**config.mk**
```make
export PLATFORM = sky130hd
export DESIGN_NAME = sdm_pdm_dac
export DESIGN_NICKNAME = d
export VERILOG_FILES = /design/src/rtl/sdm_pkg.sv /design/src/rtl/sdm_loop.sv /design/src/rtl/sdm_pdm_dac.sv
export SDC_FILE = /design/constraint.sdc
export NUM_CORES = 1
export LEC_CHECK = 0
export ABC_CLOCK_PERIOD_IN_PS = 8800
export CAP_MARGIN = 5
export CORE_MARGIN = 8
export CORE_UTILIZATION = 55
export CTS_BUF_LIST = sky130_fd_sc_hd__clkbuf_8
export DETAILED_ROUTE_END_ITERATION = 10
export PLACE_DENSITY = 0.73
export SETUP_SLACK_MARGIN = 0.15
export SYNTH_ARGS = -nofsm -noshare
export SYNTH_HDL_FRONTEND = slang
export SYNTH_HIERARCHICAL = 1
export SYNTH_SLANG_ARGS = --single-unit
export TNS_END_PERCENT = 100
```
**constraint.sdc**
```tcl
create_clock -name clk -period 8.8 [get_ports clk]
set_input_delay 1.76 -clock clk [delete_from_list [all_inputs] [get_ports clk]]
set_output_delay 1.76 -clock clk [all_outputs]
set_load 0.01 [all_outputs]
```
**src/rtl/sdm_pkg.sv**
```systemverilog
// Shared types and helpers for the sigma-delta PDM DAC: loop-mode encoding,
// integrator width, half-scale constant and a saturating clamp.
package sdm_pkg;

   typedef enum logic {
      MODE_1ST = 1'b0,
      MODE_2ND = 1'b1
   } mode_t;

   localparam int unsigned N_DEF     = 16;
   localparam int unsigned GUARD_DEF = 4;

   // Signed width of the 2nd-order integrators.
   function automatic int unsigned accw(input int unsigned n, input int unsigned guard);
      return n + guard;
   endfunction

   function automatic longint half(input int unsigned n);
      return 64'sd1 <<< (n - 1);
   endfunction

   localparam longint HALF = half(N_DEF);

   // Clamp a wide signed value into the signed w-bit range.
   function automatic longint sat(input longint v, input int unsigned w);
      longint mx;
      longint mn;
      mx = (64'sd1 <<< (w - 1)) - 64'sd1;
      mn = -mx - 64'sd1;
      if (v > mx) return mx;
      if (v < mn) return mn;
      return v;
   endfunction

endpackage

```
**src/rtl/sdm_loop.sv**
```systemverilog
// Noise-shaping loop: 1st-order carry accumulator or 2nd-order CIFB with
// saturating integrators. Produces one registered pdm bit per clock.
module sdm_loop
   import sdm_pkg::*;
#(
   parameter int unsigned N     = N_DEF,
   parameter int unsigned GUARD = GUARD_DEF
) (
   input  logic         clk,
   input  logic         clr,
   input  logic         mode,
   input  logic [N-1:0] hold,
   output logic         pdm
);

   localparam int unsigned AW     = accw(N, GUARD);
   localparam longint      HALF_V = half(N);

   logic [N-1:0]          acc;
   logic signed [AW-1:0]  i1;
   logic signed [AW-1:0]  i2;
   logic [N:0]            sum1;
   logic                  y;
   longint                x;
   longint                fb;
   longint                i1_nxt;
   longint                i2_nxt;

   // Next-state arithmetic for both loop orders.
   always_comb begin
      sum1   = {1'b0, acc} + {1'b0, hold};
      y      = ~i2[AW-1];
      x      = $signed(64'(hold)) - HALF_V;
      fb     = y ? HALF_V : -HALF_V;
      i1_nxt = sat(64'(i1) + x - fb, AW);
      i2_nxt = sat(64'(i2) + 64'(i1) - fb, AW);
   end

   always_ff @(posedge clk) begin
      if (clr) begin
         acc <= '0;
         i1  <= '0;
         i2  <= '0;
         pdm <= 1'b0;
      end else if (mode == MODE_2ND) begin
         i1  <= AW'(i1_nxt);
         i2  <= AW'(i2_nxt);
         pdm <= y;
      end else begin
         acc <= sum1[N-1:0];
         pdm <= sum1[N];
      end
   end

endmodule

```
**src/rtl/sdm_pdm_dac.sv**
```systemverilog
// 1-bit sigma-delta PDM DAC: OSR slot counter, valid/ready sample capture,
// underrun flag, and the selectable-order shaping loop.
module sdm_pdm_dac
   import sdm_pkg::*;
#(
   parameter int unsigned N     = N_DEF,
   parameter int unsigned OSR   = 2,
   parameter int unsigned GUARD = GUARD_DEF
) (
   input  logic         clk,
   input  logic         areset,
   input  logic         enable,
   input  logic         order2,
   input  logic [N-1:0] din,
   input  logic         din_valid,
   output logic         din_ready,
   output logic         pdm,
   output logic         underrun
);

   localparam int unsigned    CW   = (OSR > 1) ? $clog2(OSR) : 1;
   localparam logic [CW-1:0]  LAST = CW'(OSR - 1);

   logic [CW-1:0] cnt;
   logic [N-1:0]  hold;
   mode_t         mode;
   mode_t         mode_in;
   logic          cap;
   logic          clr;

   // A capture that switches loop order restarts the integrators from zero.
   always_comb begin
      cap     = din_ready & din_valid;
      mode_in = order2 ? MODE_2ND : MODE_1ST;
      clr     = areset | ~enable | (cap & (mode_in != mode));
   end

   always_ff @(posedge clk) begin
      if (areset || !enable) begin
         cnt       <= '0;
         hold      <= '0;
         mode      <= MODE_1ST;
         din_ready <= 1'b0;
         underrun  <= 1'b0;
      end else begin
         cnt       <= (cnt == LAST) ? '0 : cnt + CW'(1);
         din_ready <= (cnt == LAST);
         underrun  <= din_ready & ~din_valid;
         if (cap) begin
            hold <= din;
            mode <= mode_in;
         end
      end
   end

   sdm_loop #(
      .N     (N),
      .GUARD (GUARD)
   ) u_loop (
      .clk  (clk),
      .clr  (clr),
      .mode (mode),
      .hold (hold),
      .pdm  (pdm)
   );

endmodule
```
==> summary.txt, run 1 <==
Layout
  – Commonest cells after routing, fill and taps aside: inv_1 (125), nor2_1 (119), ha_1 (90)
  – Design Area, Final: 8210 um2
  – Final net count: 1106
  – Final Util: 59.6%
  – Final antenna diode count: 0
  – Most common cell after layout, fill and taps aside: inv_1
  – Area growth, synth to finish: 6.48%
  – Fill cells: 1354
  – Layout cell share with drive strength beyond 1: 6.30%

CTS
  – Clock tree root driver cell: clkbuf_8
  – Clock buffer depth: 2
  – Hold Buf Count CTS: 0
  – CTS tree: yes
  – Clock sink count: 77
  – H-tree depth: 3
  – Clock transition at path regs: 80 ps
  – Post_cts resized: 0
  – CTS Buf Count: 9
  – Setup Fix Bufs, Post-CTS: 0
  – Worst-skew pair later-pin latency: 370 ps

Floorplanning
  – Die Width: 134 um
  – Die Y: 134 um
  – # rows: 43
  – Initial core utilization: 56.0%
  – Num ports: 24
  – Die ar.: 18100 um2
  – Core ar.: 13800 um2

Timing
  – Final setup skew: 14.9 ps
  – Max-slew headroom: 21.7%
  – Min Tclk post-route: 5600 ps
  – Tcrit/Tclk final: 63.6%
  – Least-Margin Pin Slew: 1170 ps
  – Max Slew Vio Count: 0
  – Fin worst setup slack: 3200 ps
  – TNS Setup: 0 ps
  – Final setup viols: 0
  – Fmax: 0.179 GHz
  – Hold Violations, Final: 0
  – RSZ-0062 raised after global routing: false

Synth
  – Synth Area per Inst: 8.05 um2
  – Post-synth net total: 1100
  – Top FF cell, synth: dfxtp_1
  – Synthesized area: 7710 um2
  – Sequential-to-total area share from yosys stat: 20.0%
  – Unique masters post-synth: 74
  – Synth warnings: 6
  – Synth async-reset ratio: 0%
  – Seq cells post-synth: 77
  – Synth Instances: 957
  – Number of synthesized flops with an enable pin: 0

Worst setup path
  – Crit-path slowest cell: xor2_1
  – Start point of the critical path: u_loop/i2[19]$_SDFFE_PP0P_
  – Critical Path AT: 5810 ps
  – WP data required: 9010 ps
  – Max incr delay on CP: 860 ps
  – Reg2Reg Launch Point: u_loop/i2[19]$_SDFFE_PP0P_
  – Critical-path cell list: inv_1 -> ha_1 -> xor2_1 -> ha_1 -> and2_1 -> a21oi_1 -> nor2b_1 -> nor2_1 -> fa_1 -> or4bb_1 -> nor3_1 -> nand4_1 -> a311oi_1 -> a41oi_2 -> nand2_1 -> o21ai_0
  – Crit Path Max Fanout: 19
  – Top delay family on crit path: simple AND/OR/NAND/NOR gates
  – Critical path class: reg2reg
  – WP buf/inv: 1
  – Cell mode on critical path: ha_1
  – Critical Path End Type: flip-flop
  – Crit start category: flip-flop

GRT
  – Largest net degree at the start of global routing: 63
  – Global-route wire length before repair: 27400 um
  – Vias in the first global route: 6125
  – Global route overflow: 0
  – Global-route usage over all layers: 18.1%
  – Antenna violations before repair: 0

Detailed routing
  – Via/cell ratio: 5.71
  – Post-DR wirelength/cell: 13.9 um
  – Routed WL: 15900 um
  – Final ANT Viol Nets: 0
  – Drt drc: 0
  – 1st-pass router iterations: 8
  – Vias: 6555
  – DRT iter0 DRCs: 375

Power and ir drop
  – Sequential power share: 46.5%
  – Worst vdd ir: 0.0841 mV
  – Net Switching: 0.229 mW
  – P_int: 0.524 mW
  – Power per cell area: 91.8 nW/um2
  – Pleak: 3.55 nW
  – Clk pwr share: 34.3%
  – Sw frac: 30.4%
  – Comb power frac: 19.2%

Placed design
  – Worst slack, placed: 3180 ps
  – RePlAce Congestion: 0.869
  – Area after DPL: 8020 um2
  – Port buffer count: 23
  – Detailed Place HPWL: 11900 um

Min path
  – Worst hold start: cnt$_SDFF_PP0_
  – Min-delay worst type: reg2reg

Run
  – Max Cap Viol: 0

Status
  – Outcome: complete, no violations
## power groups by stage
stage          sequential, mW  combinational [mW]  clock, mW
2_1_floorplan           0.358               0.106          0
3_3_place_gp            0.359               0.142          0
3_5_place_dp            0.359               0.144          0
4_1_cts                 0.350               0.145      0.268
5_1_grt                 0.351               0.161      0.280
6_report                0.350               0.145      0.258
## cell usage after synthesis (4+ instances only)
library cell / count / area [um2]
nor4bb_1: 4 / 40.0
o21ai_0: 36 / 180
xor2_1: 23 / 201
a21oi_2: 11 / 96.3
xnor2_1: 19 / 166
dfxtp_1: 77 / 1540
nor3_1: 17 / 85.1
nand4_1: 7 / 43.8
a21bo_1: 11 / 110
o31ai_1: 4 / 30.0
and3_1: 6 / 37.5
nor2_1: 119 / 447
buf_6: 6 / 67.6
a21oi_1: 56 / 280
a21bo_2: 6 / 60.1
o32ai_1: 18 / 158
inv_1: 124 / 465
o21bai_1: 7 / 52.6
clkbuf_1: 16 / 60.1
a21o_1: 32 / 240
a31oi_1: 6 / 37.5
or2_2: 6 / 37.5
or3_1: 20 / 125
buf_2: 6 / 30.0
mux2i_1: 8 / 80.1
o211ai_1: 5 / 37.5
nand3_1: 34 / 170
nand2_1: 53 / 199
ha_1: 90 / 1130
nor2b_1: 5 / 31.3
nand2b_1: 18 / 113
a211oi_1: 6 / 45.0
a2111oi_0: 5 / 43.8
fa_1: 32 / 641
o41ai_1: 4 / 35.0
## state kept, by name, summed over array words and instances (netlist names)
| register | cells |
|---|---|
| cnt | 1 |
| underrun | 1 |
| u_loop/pdm | 1 |
| u_loop/acc | 16 |
| u_loop/i2 | 20 |
| din_ready | 1 |
| u_loop/i1 | 20 |
| hold | 16 |
| mode | 1 |
## routing by layer
layer	vias to the layer above	routed length, um	share of wire, %	GRT usage (%)
met1	3060	7120	45	21.5
met5	-	0	0	0
met2	110	7910	50	31.9
met4	0	272	1.7	5.30
li1	3360	-	-	-
met3	25	608	3.8	3.74
## cell type report
type	instances	area (um2)	share of cell area (%)
Tap cell	180	225	2.74
Sequential cell	77	1540	18.8
Multi-Input combinational cell	722	5510	67.2
Clock inverter	5	35.0	0.427
Inverter	125	469	5.72
Timing Repair Buffer	28	268	3.26
Clock buffer	11	151	1.85
## through the flow
step	cells	total power [mW]	hold WS, ps
CTS	1148	0.763	423
detailed placement	1132	0.502	412
floorplan	957	0.464	393
global route	1148	0.792	444
finish	1148	0.753	419
global placement	1132	0.501	403
## cells by family after synthesis
group,after synthesis,share of synthesized area (%)
adder cells (fa/ha/maj),122,22.9
AND/OR/NAND/NOR,313,20.1
buffers and inverters,158,8.44
flip-flops,77,20.0
multiplexers,8,1.04
XOR/XNOR,43,4.98
AO/OA/AOI/OAI,236,22.5
## worst paths after layout
| check | depth (start not counted) | endpoint | slack, ps |
|---|---|---|---|
| worst max-delay path | 16 | u_loop/i2[14]$_SDFFE_PP0P_ | 3200 |
| worst min register to register | 1 | cnt$_SDFF_PP0_ | 420 |
| worst min-delay path | 1 | cnt$_SDFF_PP0_ | 420 |
| worst max register to register | 16 | u_loop/i2[14]$_SDFFE_PP0P_ | 3200 |
(Power assumes the default switching activity.)
==> run 2, diff against run 1 <==
Settings changed: ABC_CLOCK_PERIOD_IN_PS 8800 to 5800.
Clock period 8.8 ns to 5.8 ns, I/O delays scaled along.
==> summary.txt, run 2 (synthesis results as in run 1) <==
GRT
  – Global-route wire length before repair: 27600 um (+1.0%)
  – Antenna violations before repair: 0 (unchanged)
  – Global route overflow: 0 (unchanged)
  – Largest net degree at the start of global routing: 56 (-11%)
  – Vias in the first global route: 6071 (-0.88%)
  – Global-route usage over all layers: 18.3% (+0.20 points)

Status
  – Outcome: complete, no violations

Timing
  – Least-Margin Pin Slew: 944 ps (-226 ps)
  – Hold Violations, Final: 0 (unchanged)
  – Tcrit/Tclk final: 87.8% (+24 points)
  – Max-slew headroom: 36.9% (+15 points)
  – RSZ-0062 raised after global routing: false
  – Max Slew Vio Count: 0 (unchanged)
  – TNS Setup: 0 ps (unchanged)
  – Final setup skew: 11.8 ps (-3.12 ps)
  – Final setup viols: 0 (unchanged)
  – Min Tclk post-route: 5090 ps (-506 ps)
  – Fmax: 0.196 GHz (+9.9%)

Worst setup path
  – Critical path class: reg2reg
  – Critical-path cell list: inv_1 -> ha_1 -> inv_1 -> ha_1 -> nand2b_1 -> a21oi_1 -> o41ai_4 -> a2111oi_0 -> or2_2 -> a21oi_1 -> nor2b_1 -> nor2_1 -> fa_1 -> or4bb_1 -> nor3_1 -> nand4_1 -> a311oi_1 -> a41oi_4 -> nand2_1 -> o21ai_0
  – Critical Path AT: 5310 ps (-500 ps)
  – R2R setup slack: 710 ps (-2490 ps)
  – R2r worst-path depth: 20 (+4)
  – WP buf/inv: 2 (+1)
  – Critical Path End Type: flip-flop
  – Reg2Reg Launch Point: u_loop/i1[2]$_SDFFE_PP0P_
  – Crit-path slowest cell: fa_1
  – Critical path depth: 20 (+4)
  – Max incr delay on CP: 510 ps (-350 ps)
  – Crit Path Max Fanout: 19 (unchanged)
  – Top delay family on crit path: compound AO/OA/AOI/OAI gates
  – Start point of the critical path: u_loop/i1[2]$_SDFFE_PP0P_
  – Worst R2R End: u_loop/i2[4]$_SDFFE_PP0P_
  – Crit start category: flip-flop
  – WP data required: 6020 ps (-2990 ps)

Run
  – Max Cap Viol: 0 (unchanged)

Layout
  – Commonest cells after routing, fill and taps aside: inv_1 (124), nor2_1 (119), ha_1 (90)
  – Area growth, synth to finish: 7.37%
  – Layout cell share with drive strength beyond 1: 6.89% (+0.58 points)
  – Fill cells: 1319 (-2.6%)
  – Final antenna diode count: 0 (unchanged)
  – Regs by FF count: u_loop/i1: 20 flops, u_loop/i2: 20 flops
  – Final Util: 60.1% (+0.50 points)
  – Most common cell after layout, fill and taps aside: inv_1
  – Final net count: 1111 (+0.45%)

Floorplanning
  – Die Width: 134 um (unchanged)
  – Initial core utilization: 56.0% (unchanged)
  – # rows: 43 (unchanged)
  – Core ar.: 13800 um2 (unchanged)
  – Die ar.: 18100 um2 (unchanged)
  – Die Y: 134 um (unchanged)
  – Num ports: 24 (unchanged)

Detailed routing
  – DRT iter0 DRCs: 397 (+5.9%)
  – Via/cell ratio: 5.68 (-0.48%)
  – Routed WL: 16000 um (+0.44%)
  – Post-DR wirelength/cell: 13.9 um (about the same)
  – Drt drc: 0 (unchanged)
  – Final ANT Viol Nets: 0 (unchanged)
  – Vias: 6552 (-0.046%)
  – 1st-pass router iterations: 5 (-3)

Min path
  – Hold endpoint: cnt$_SDFF_PP0_
  – WHS Path Cells: 1 (unchanged)
  – Min-delay worst type: reg2reg
  – Worst hold start: cnt$_SDFF_PP0_

CTS
  – Worst-skew pair later-pin latency: 380 ps (about the same)
  – Clock tree root driver cell: clkbuf_8
  – Setup Fix Bufs, Post-CTS: 0 (unchanged)
  – CTS Buf Count: 9 (unchanged)
  – H-tree depth: 3 (unchanged)
  – CTS tree: yes
  – Clock sink count: 77 (unchanged)
  – Clock buffer depth: 2 (unchanged)
  – Clock transition at path regs: 90 ps (about the same)

Power and ir drop
  – Worst vdd ir: 0.168 mV (+100%)
  – Pleak: 3.59 nW (+1.1%)
  – Power per cell area: 144 nW/um2 (+56%)

Placed design
  – Port buffer count: 23 (unchanged)
  – Detailed Place HPWL: 12000 um (+0.86%)
  – RePlAce Congestion: 0.875 (+0.74%)
[run 2: changes by cell type in the layout (fill, tap and decap cells not counted)]
| cell | previous run | this run |
|---|---|---|
| inv_1 | 125 | 124 |
| a41oi_4 | 0 | 1 |
| clkinv_4 | 0 | 1 |
| clkbuf_8 | 11 | 10 |
| inv_6 | 1 | 2 |
| clkinv_2 | 0 | 1 |
| a41oi_2 | 1 | 0 |
| buf_4 | 5 | 10 |
| bufinv_16 | 0 | 1 |
| clkinvlp_4 | 3 | 1 |
[run 2: metrics by stage]
stage / setup slack, ps / instance area, um2 / power (mW) / instances / hold WS (ps)
final: 709 / 8270 / 1.19 / 1153 / 415
after global routing: 152 / 8270 / 1.25 / 1153 / 459
after CTS: 566 / 8260 / 1.20 / 1153 / 418
after detailed placement: 565 / 8060 / 0.762 / 1137 / 406
after global placement: 670 / 8060 / 0.760 / 1137 / 400
after floorplan: 966 / 7710 / 0.704 / 957 / 393
[run 2: metal layers]
| metal | vias to the layer above | share of wire [%] | global-route usage, % |
|---|---|---|---|
| met5 | - | 0 | 0 |
| met4 | 0 | 1.8 | 6.61 |
| met3 | 19 | 2.7 | 2.17 |
| met2 | 87 | 49 | 31.5 |
| met1 | 3078 | 47 | 22.9 |
| li1 | 3368 | - | - |
[run 2: layout make-up]
| type | count | area, um2 | share of cell area, % |
|---|---|---|---|
| inverters | 125 | 469 | 5.67 |
| clock inverters | 6 | 68.8 | 0.832 |
| repair buffers | 33 | 305 | 3.69 |
| flip-flops and latches | 77 | 1540 | 18.6 |
| clock buffers | 10 | 138 | 1.66 |
| well taps | 180 | 225 | 2.72 |
| multi-input cells | 722 | 5530 | 66.8 |
[run 2: how the worst max path moves through the flow]
stage                                 endpoint  slack, ps
floorplan           u_loop/i2[15]$_SDFFE_PP0P_        970
global placement    u_loop/i2[18]$_SDFFE_PP0P_        670
detailed placement  u_loop/i2[18]$_SDFFE_PP0P_        560
CTS                  u_loop/i2[1]$_SDFFE_PP0P_        570
global route        u_loop/i2[17]$_SDFFE_PP0P_        150
finish               u_loop/i2[4]$_SDFFE_PP0P_        710
[run 2: what timing repair did]
item                       4_1_cts  5_1_grt
hold buffers                     0        0
gates resized for setup          0        1
setup endpoints to repair        0       19
[run 2: worst register-to-register path: stages (launching register included)]
cell and delay, ps:
dfxtp_1 340, inv_1 60, ha_1 270, inv_1 40, ha_1 350, nand2b_1 120
a21oi_1 340, o41ai_4 140, a2111oi_0 350, or2_2 230, a21oi_1 120, nor2b_1 300
nor2_1 100, fa_1 510, or4bb_1 480, nor3_1 130, nand4_1 90, a311oi_1 360
a41oi_4 380, nand2_1 140, o21ai_0 90
[run 2: report_power, final]
part / internal (mW) / total [mW] / leakage (nW) / switching [mW]
Sequential: 0.530 / 0.531 / 0.621 / 0.00140
Combinational: 0.0879 / 0.220 / 2.87 / 0.132
Clock: 0.214 / 0.437 / 0.103 / 0.223
Total: 0.831 / 1.19 / 3.59 / 0.356
